$ cat config.mk
export PLATFORM = sky130hd
export DESIGN_NAME = raster_irq_flat
export DESIGN_NICKNAME = d
export VERILOG_FILES = /design/src/rtl/raster_irq_if.sv /design/src/rtl/raster_irq.sv /design/src/flat_wrapper.sv
export SDC_FILE = /design/constraint.sdc
export NUM_CORES = 1
export LEC_CHECK = 0
export CAP_MARGIN = 15
export CORE_UTILIZATION = 47
export CTS_BUF_LIST = sky130_fd_sc_hd__clkbuf_2
export CTS_CLUSTER_DIAMETER = 100
export DETAILED_ROUTE_END_ITERATION = 8
export GPL_ROUTABILITY_DRIVEN = 0
export PLACE_DENSITY = 0.88
export SYNTH_ARGS = -nofsm -noshare
export SYNTH_HDL_FRONTEND = slang
export SYNTH_SLANG_ARGS = --single-unit
$ cat constraint.sdc
create_clock -name pixel_clk -period 2.9 [get_ports pixel_clk]
set_input_delay 0.87 -clock pixel_clk [delete_from_list [all_inputs] [get_ports pixel_clk]]
set_output_delay 0.87 -clock pixel_clk [all_outputs]
set_load 0.01 [all_outputs]
$ cat src/rtl/raster_irq_if.sv
// Register bus between the CPU side and raster_irq.
// Write strobe/address/data, read address, registered read data and irq.
interface raster_irq_if;
    logic        wr_en;
    logic [1:0]  wr_addr;
    logic [15:0] wr_data;
    logic [1:0]  rd_addr;
    logic [15:0] rd_data;
    logic        irq;

    modport master (
        output wr_en, wr_addr, wr_data, rd_addr,
        input  rd_data, irq
    );

    modport slave (
        input  wr_en, wr_addr, wr_data, rd_addr,
        output rd_data, irq
    );
endinterface

$ cat src/rtl/raster_irq.sv
// Raster interrupt: vblank/line events, W1C status, frame counter.
// Line compare feature is built only when RASTER_IRQ_LINE_EN is defined.
module raster_irq #(
    parameter bit VSYNC_ACTIVE_HIGH = 1'b1
) (
    input  logic        pixel_clk,
    input  logic        reset_n,
    input  logic        vsync,
    input  logic        visible,
    input  logic [15:0] y,
    raster_irq_if.slave bus
);

    localparam logic [1:0] A_CTRL = 2'd0;
    localparam logic [1:0] A_STAT = 2'd1;
    localparam logic [1:0] A_LCMP = 2'd2;
    localparam logic [1:0] A_FRM  = 2'd3;

`ifdef RASTER_IRQ_LINE_EN
    localparam logic [1:0] MASK = 2'b11;
`else
    localparam logic [1:0] MASK = 2'b01;
`endif

    logic [1:0]  ctrl_q, ctrl_nx;
    logic [1:0]  pend_q, pend_nx;
    logic [1:0]  ev;
    logic [15:0] frame_q;
    logic [15:0] lcmp_rd;
    logic [15:0] rd_nx;
    logic        vs_n, vs_q;
    logic        vblank_ev, line_ev;
    logic        wr_ctrl, wr_stat;

    assign vs_n      = VSYNC_ACTIVE_HIGH ? vsync : ~vsync;
    assign vblank_ev = vs_n & ~vs_q;
    assign wr_ctrl   = bus.wr_en && (bus.wr_addr == A_CTRL);
    assign wr_stat   = bus.wr_en && (bus.wr_addr == A_STAT);

`ifdef RASTER_IRQ_LINE_EN
    logic [15:0] lcmp_q;
    logic        vis_q;

    assign line_ev = visible & ~vis_q & (y == lcmp_q);
    assign lcmp_rd = lcmp_q;

    always_ff @(posedge pixel_clk or negedge reset_n) begin
        if (!reset_n) begin
            lcmp_q <= '0;
            vis_q  <= 1'b1;
        end else begin
            vis_q <= visible;
            if (bus.wr_en && (bus.wr_addr == A_LCMP))
                lcmp_q <= bus.wr_data;
        end
    end
`else
    logic unused_line;

    assign unused_line = ^{visible, y, bus.wr_data[15:2]};
    assign line_ev     = 1'b0;
    assign lcmp_rd     = '0;
`endif

    // Set wins over W1C: clear first, then OR in gated events.
    always_comb begin
        ctrl_nx = ctrl_q;
        if (wr_ctrl)
            ctrl_nx = bus.wr_data[1:0] & MASK;
        ev      = {line_ev & ctrl_q[1], vblank_ev & ctrl_q[0]};
        pend_nx = pend_q;
        if (wr_stat)
            pend_nx = pend_q & ~bus.wr_data[1:0];
        pend_nx = (pend_nx | ev) & MASK;
    end

    always_comb begin
        rd_nx = '0;
        unique case (bus.rd_addr)
            A_CTRL: rd_nx = {14'd0, ctrl_q};
            A_STAT: rd_nx = {14'd0, pend_q};
            A_LCMP: rd_nx = lcmp_rd;
            A_FRM:  rd_nx = frame_q;
            default: rd_nx = '0;
        endcase
    end

    always_ff @(posedge pixel_clk or negedge reset_n) begin
        if (!reset_n) begin
            ctrl_q      <= '0;
            pend_q      <= '0;
            frame_q     <= '0;
            vs_q        <= 1'b1;
            bus.rd_data <= '0;
            bus.irq     <= 1'b0;
        end else begin
            vs_q        <= vs_n;
            ctrl_q      <= ctrl_nx;
            pend_q      <= pend_nx;
            bus.rd_data <= rd_nx;
            bus.irq     <= |(pend_nx & ctrl_nx);
            if (vblank_ev)
                frame_q <= frame_q + 16'd1;
        end
    end

endmodule

$ cat src/flat_wrapper.sv
// flat-port wrapper written by rule: the top's interface ports become plain ports
module raster_irq_flat 
#(
    parameter bit VSYNC_ACTIVE_HIGH = 1'b1
)
  (pixel_clk, reset_n, vsync, visible, y, bus_wr_en, bus_wr_addr, bus_wr_data, bus_rd_addr, bus_rd_data, bus_irq);
  raster_irq_if bus_i ();
  input  logic pixel_clk;
  input  logic reset_n;
  input  logic vsync;
  input  logic visible;
  input  logic [15:0] y;
  input wire logic [$bits(bus_i.wr_en)-1:0] bus_wr_en;
  input wire logic [$bits(bus_i.wr_addr)-1:0] bus_wr_addr;
  input wire logic [$bits(bus_i.wr_data)-1:0] bus_wr_data;
  input wire logic [$bits(bus_i.rd_addr)-1:0] bus_rd_addr;
  output wire logic [$bits(bus_i.rd_data)-1:0] bus_rd_data;
  output wire logic [$bits(bus_i.irq)-1:0] bus_irq;
  assign bus_i.wr_en = bus_wr_en;
  assign bus_i.wr_addr = bus_wr_addr;
  assign bus_i.wr_data = bus_wr_data;
  assign bus_i.rd_addr = bus_rd_addr;
  assign bus_rd_data = bus_i.rd_data;
  assign bus_irq = bus_i.irq;
  raster_irq #(.VSYNC_ACTIVE_HIGH(VSYNC_ACTIVE_HIGH)) u_core (.pixel_clk(pixel_clk), .reset_n(reset_n), .vsync(vsync), .visible(visible), .y(y), .bus(bus_i));
endmodule
==> Flow_metrics.wiki <==
{| class="wikitable"
! Metric !! Value
|-
| Run status || complete, but fails checks
|-
| Violated checks || DRC
|-
| Slowest cell on the critical path || sky130_fd_sc_hd__clkdlybuf4s50_1
|-
| Total of cells resized after clock tree synthesis || 0
|-
| Post-synthesis instance area || around 0.0014 mm^2
|-
| Final-layout setup total negative slack || 0 ps
|-
| Worst max-slew margin expressed relative to the limit || roughly two thirds
|-
| Pwr Density || 569 mW/mm^2
|-
| End of the worst hold path || u_core.frame_q[15]$_DFFE_PN0P_
|-
| Buffers on Ports || 25
|-
| Critical path data required time || roughly 2000 ps
|-
| Overflow left after global routing || 0
|-
| Detailed-route DRC error count || 7
|-
| Fraction of final layout cells sized beyond drive strength 1 || a little under a tenth
|-
| Setup CP Type || flip-flop to primary output
|-
| Clock period minus worst slack || 2140 ps
|-
| Number of inserted diodes || 0
|-
| Drt first pass iters || 6
|-
| TritonCTS sink count || 36
|-
| Antenna Violating Nets Remaining || 0
|-
| Sort of element at the end of the critical path || primary output
|-
| CP delay by family, top || buffers and inverters
|-
| Hold-fix buffers, CTS || 0
|-
| Wire length after detailed routing || around 2300 um
|-
| Post-synthesis register bit count || 36
|-
| Leakage power summed over all cells || around 0.87 nW
|-
| Post-Synthesis Cells || between 100 and 150
|-
| Worst-case reg-to-reg path depth || 5
|-
| Share of synthesized area occupied by flip-flops and latches || around 64%
|-
| Htree depth || 2
|-
| Final count of hold timing violations || 0
|-
| Avg Synthesized Cell Area || about 13 um^2
|-
| Worst-path clk slew || around 150 ps
|-
| Combined global-route utilization of all metal layers || between 10% and 20%
|-
| DR WL/cell || between 10 and 15 um
|-
| Count of standard-cell rows || 19
|-
| Via count || about 900
|-
| CTS buffer count || 5
|-
| Syn-to-layout area delta || 22.8%
|-
| Pins Over Slew Limit || 0
|-
| Number of antenna violations at the first check in global routing || 0
|-
| Starting density of the core || 50.2%
|-
| Critical Path Source Type || flip-flop
|-
| Worst hold path startpoint || u_core.frame_q[15]$_DFFE_PN0P_
|-
| Area of the core || around 0.0028 mm^2
|-
| Flop2flop setup slack || 1530 ps
|-
| Worst-Margin Slew || approximately 500 ps
|-
| Via-per-instance ratio || about 5.2
|-
| Number of DRC markers in iteration 0 || 14
|-
| Highest-count cells in the layout ignoring fill and taps || sky130_fd_sc_hd__dfrtp_1 (35), sky130_fd_sc_hd__clkdlybuf4s50_1 (25), sky130_fd_sc_hd__and3_1 (17)
|-
| Via count of the first global-routing pass || 900
|-
| Cells after DPL || about 170
|-
| Number of ports placed on the die boundary || between 50 and 60
|-
| Leading post-synthesis cells by cell area || sky130_fd_sc_hd__dfrtp_1 (62%), sky130_fd_sc_hd__and3_1 (7.5%), sky130_fd_sc_hd__xnor2_1 (5.6%)
|-
| Yosys top cell by area || sky130_fd_sc_hd__dfrtp_1
|-
| Kind of path behind the tightest hold check || flip-flop to flip-flop
|-
| Largest stage delay on the critical path || 540 ps
|-
| Final clock skew || 8.22 ps
|-
| Synth Net Count || between 150 and 200
|-
| Max Root-Sink Buffers || 2
|-
| Root Buffer Master || sky130_fd_sc_hd__clkbuf_2
|-
| DIE AREA || around 0.0032 mm^2
|-
| Worst hold path stage count || 1
|-
| Unrepaired setup endpoints after global routing || false
|-
| Crit Reg-Reg Endpoint || u_core.frame_q[10]$_DFFE_PN0P_
|-
| Source-to-sink clock delay at the later pin of the worst-skew pair || 370 ps
|-
| Most frequent standard cell in the layout excluding fill and tap cells || sky130_fd_sc_hd__dfrtp_1
|-
| Horizontal die dimension || approximately 57 um
|-
| Highest clock frequency the design can meet || ~470 MHz
|-
| Pin count of the biggest net entering global routing || 37
|-
| Proportion of netlist area held by the largest area contributor || about 62%
|-
| Post-CTS setup buffers || 0
|-
| Critical path cell sequence || clkdlybuf4s50_1
|-
| HPWL after detailed placement || about 1600 um
|-
| Total of endpoints with negative setup slack in the final report || 0
|-
| Number of buffer and inverter instances along the worst setup path || 1
|-
| Max IR drop VDD || between 0.2 and 0.3 mV
|-
| Total Nets Final || 184
|-
| Number of warnings printed during yosys synthesis || 0
|-
| Arr. time, crit path || about 1300 ps
|-
| Die outline height || roughly 57 um
|-
| Number of maximum-capacitance violations || 0
|-
| TritonCTS clock tree || built
|-
| Layout Cells excl Fill || roughly 170
|-
| Number of different library cells in the post-synthesis netlist || 26
|-
| Final worst-path cycle share || about three quarters
|-
| First-pass GRT wire length || 3930 um
|-
| Critical path fanouts, max || 1
|-
| Startpoint of the most critical register-to-register path || u_core.frame_q[0]$_DFFE_PN0P_
|}
==> worst max-delay path by stage <==
stage | cells after the start | end | slack (ps) | start
3_3_place_gp | 5 | u_core.frame_q[11]$_DFFE_PN0P_ | 620 | vsync
5_1_grt | 1 | bus_rd_data[15] | 690 | u_core.bus.rd_data[15]$_DFF_PN0_
3_5_place_dp | 5 | u_core.frame_q[11]$_DFFE_PN0P_ | 590 | vsync
2_1_floorplan | 3 | u_core.ctrl_q[0]$_DFF_PN0_ | 1230 | bus_wr_en
6_report | 1 | bus_rd_data[15] | 760 | u_core.bus.rd_data[15]$_DFF_PN0_
4_1_cts | 1 | bus_rd_data[15] | 720 | u_core.bus.rd_data[15]$_DFF_PN0_
==> final cells by class <==
type / count / area [um^2]
fillers: 236 / 1070
flip-flops and latches: 36 / 902
multi-input cells: 73 / 499
repair buffers: 26 / 258
well taps: 31 / 38.8
clock buffers: 5 / 25.0
clock inverters: 2 / 7.51
==> through the flow <==
stage / power (mW) / area, um^2 / setup WS [ps] / utilization (%) / hold WS, ps
finish: 0.984 / 1730 / 760 / 61.7 / 480
global route: 1.04 / 1730 / 686 / 61.7 / 513
CTS: 0.998 / 1730 / 719 / 61.7 / 483
detailed placement: 0.796 / 1700 / 589 / 60.5 / 458
global placement: 0.785 / 1700 / 619 / 60.5 / 454
floorplan: 0.712 / 1410 / 1230 / - / 438
==> report_power, final <==
part / internal (mW) / total (mW) / switching [mW]
combinational: 0.0871 / 0.154 / 0.0665
clock: 0.0496 / 0.201 / 0.151
sequential: 0.560 / 0.630 / 0.0694
==> flip-flops by register name, summed over array words and instances (netlist names) <==
name,cells
u_core.vs_q,1
u_core.bus.rd_data,16
u_core.pend_q,1
u_core.ctrl_q,1
u_core.bus.irq,1
u_core.frame_q,16
==> routing by layer <==
metal  vias up  part of all wire, %  track usage [%]
met2        27                   48             27.6
li1        448                    -                -
met3         6                  5.4             4.84
met5         -                    0                0
met4         0                  3.0             10.5
met1       423                   44             19.3
==> logic make-up after synthesis <==
group	count (synthesis)	synth area share [%]
AND/OR/NAND/NOR	50	21.5
adder cells (fa/ha/maj)	1	0.888
multiplexers	2	1.51
flip-flops	36	64.0
buffers and inverters	2	0.533
AO/OA/AOI/OAI	5	2.22
XOR/XNOR	15	9.33
==> synthesized netlist by cell type (all sizes together) <==
master	number
a211oi	1
a21oi	1
a22o	1
and2b	1
and3	18
clkbuf	2
dfrtp	35
dfstp	1
ha	1
mux2	1
mux2i	1
nand2	9
nand2b	1
nand3	8
nand4	3
nand4b	1
nor2	2
nor2b	2
nor3	5
o21ai	2
xnor2	9
xor2	6
No activity file was read; power rests on OpenSTA's default activity.
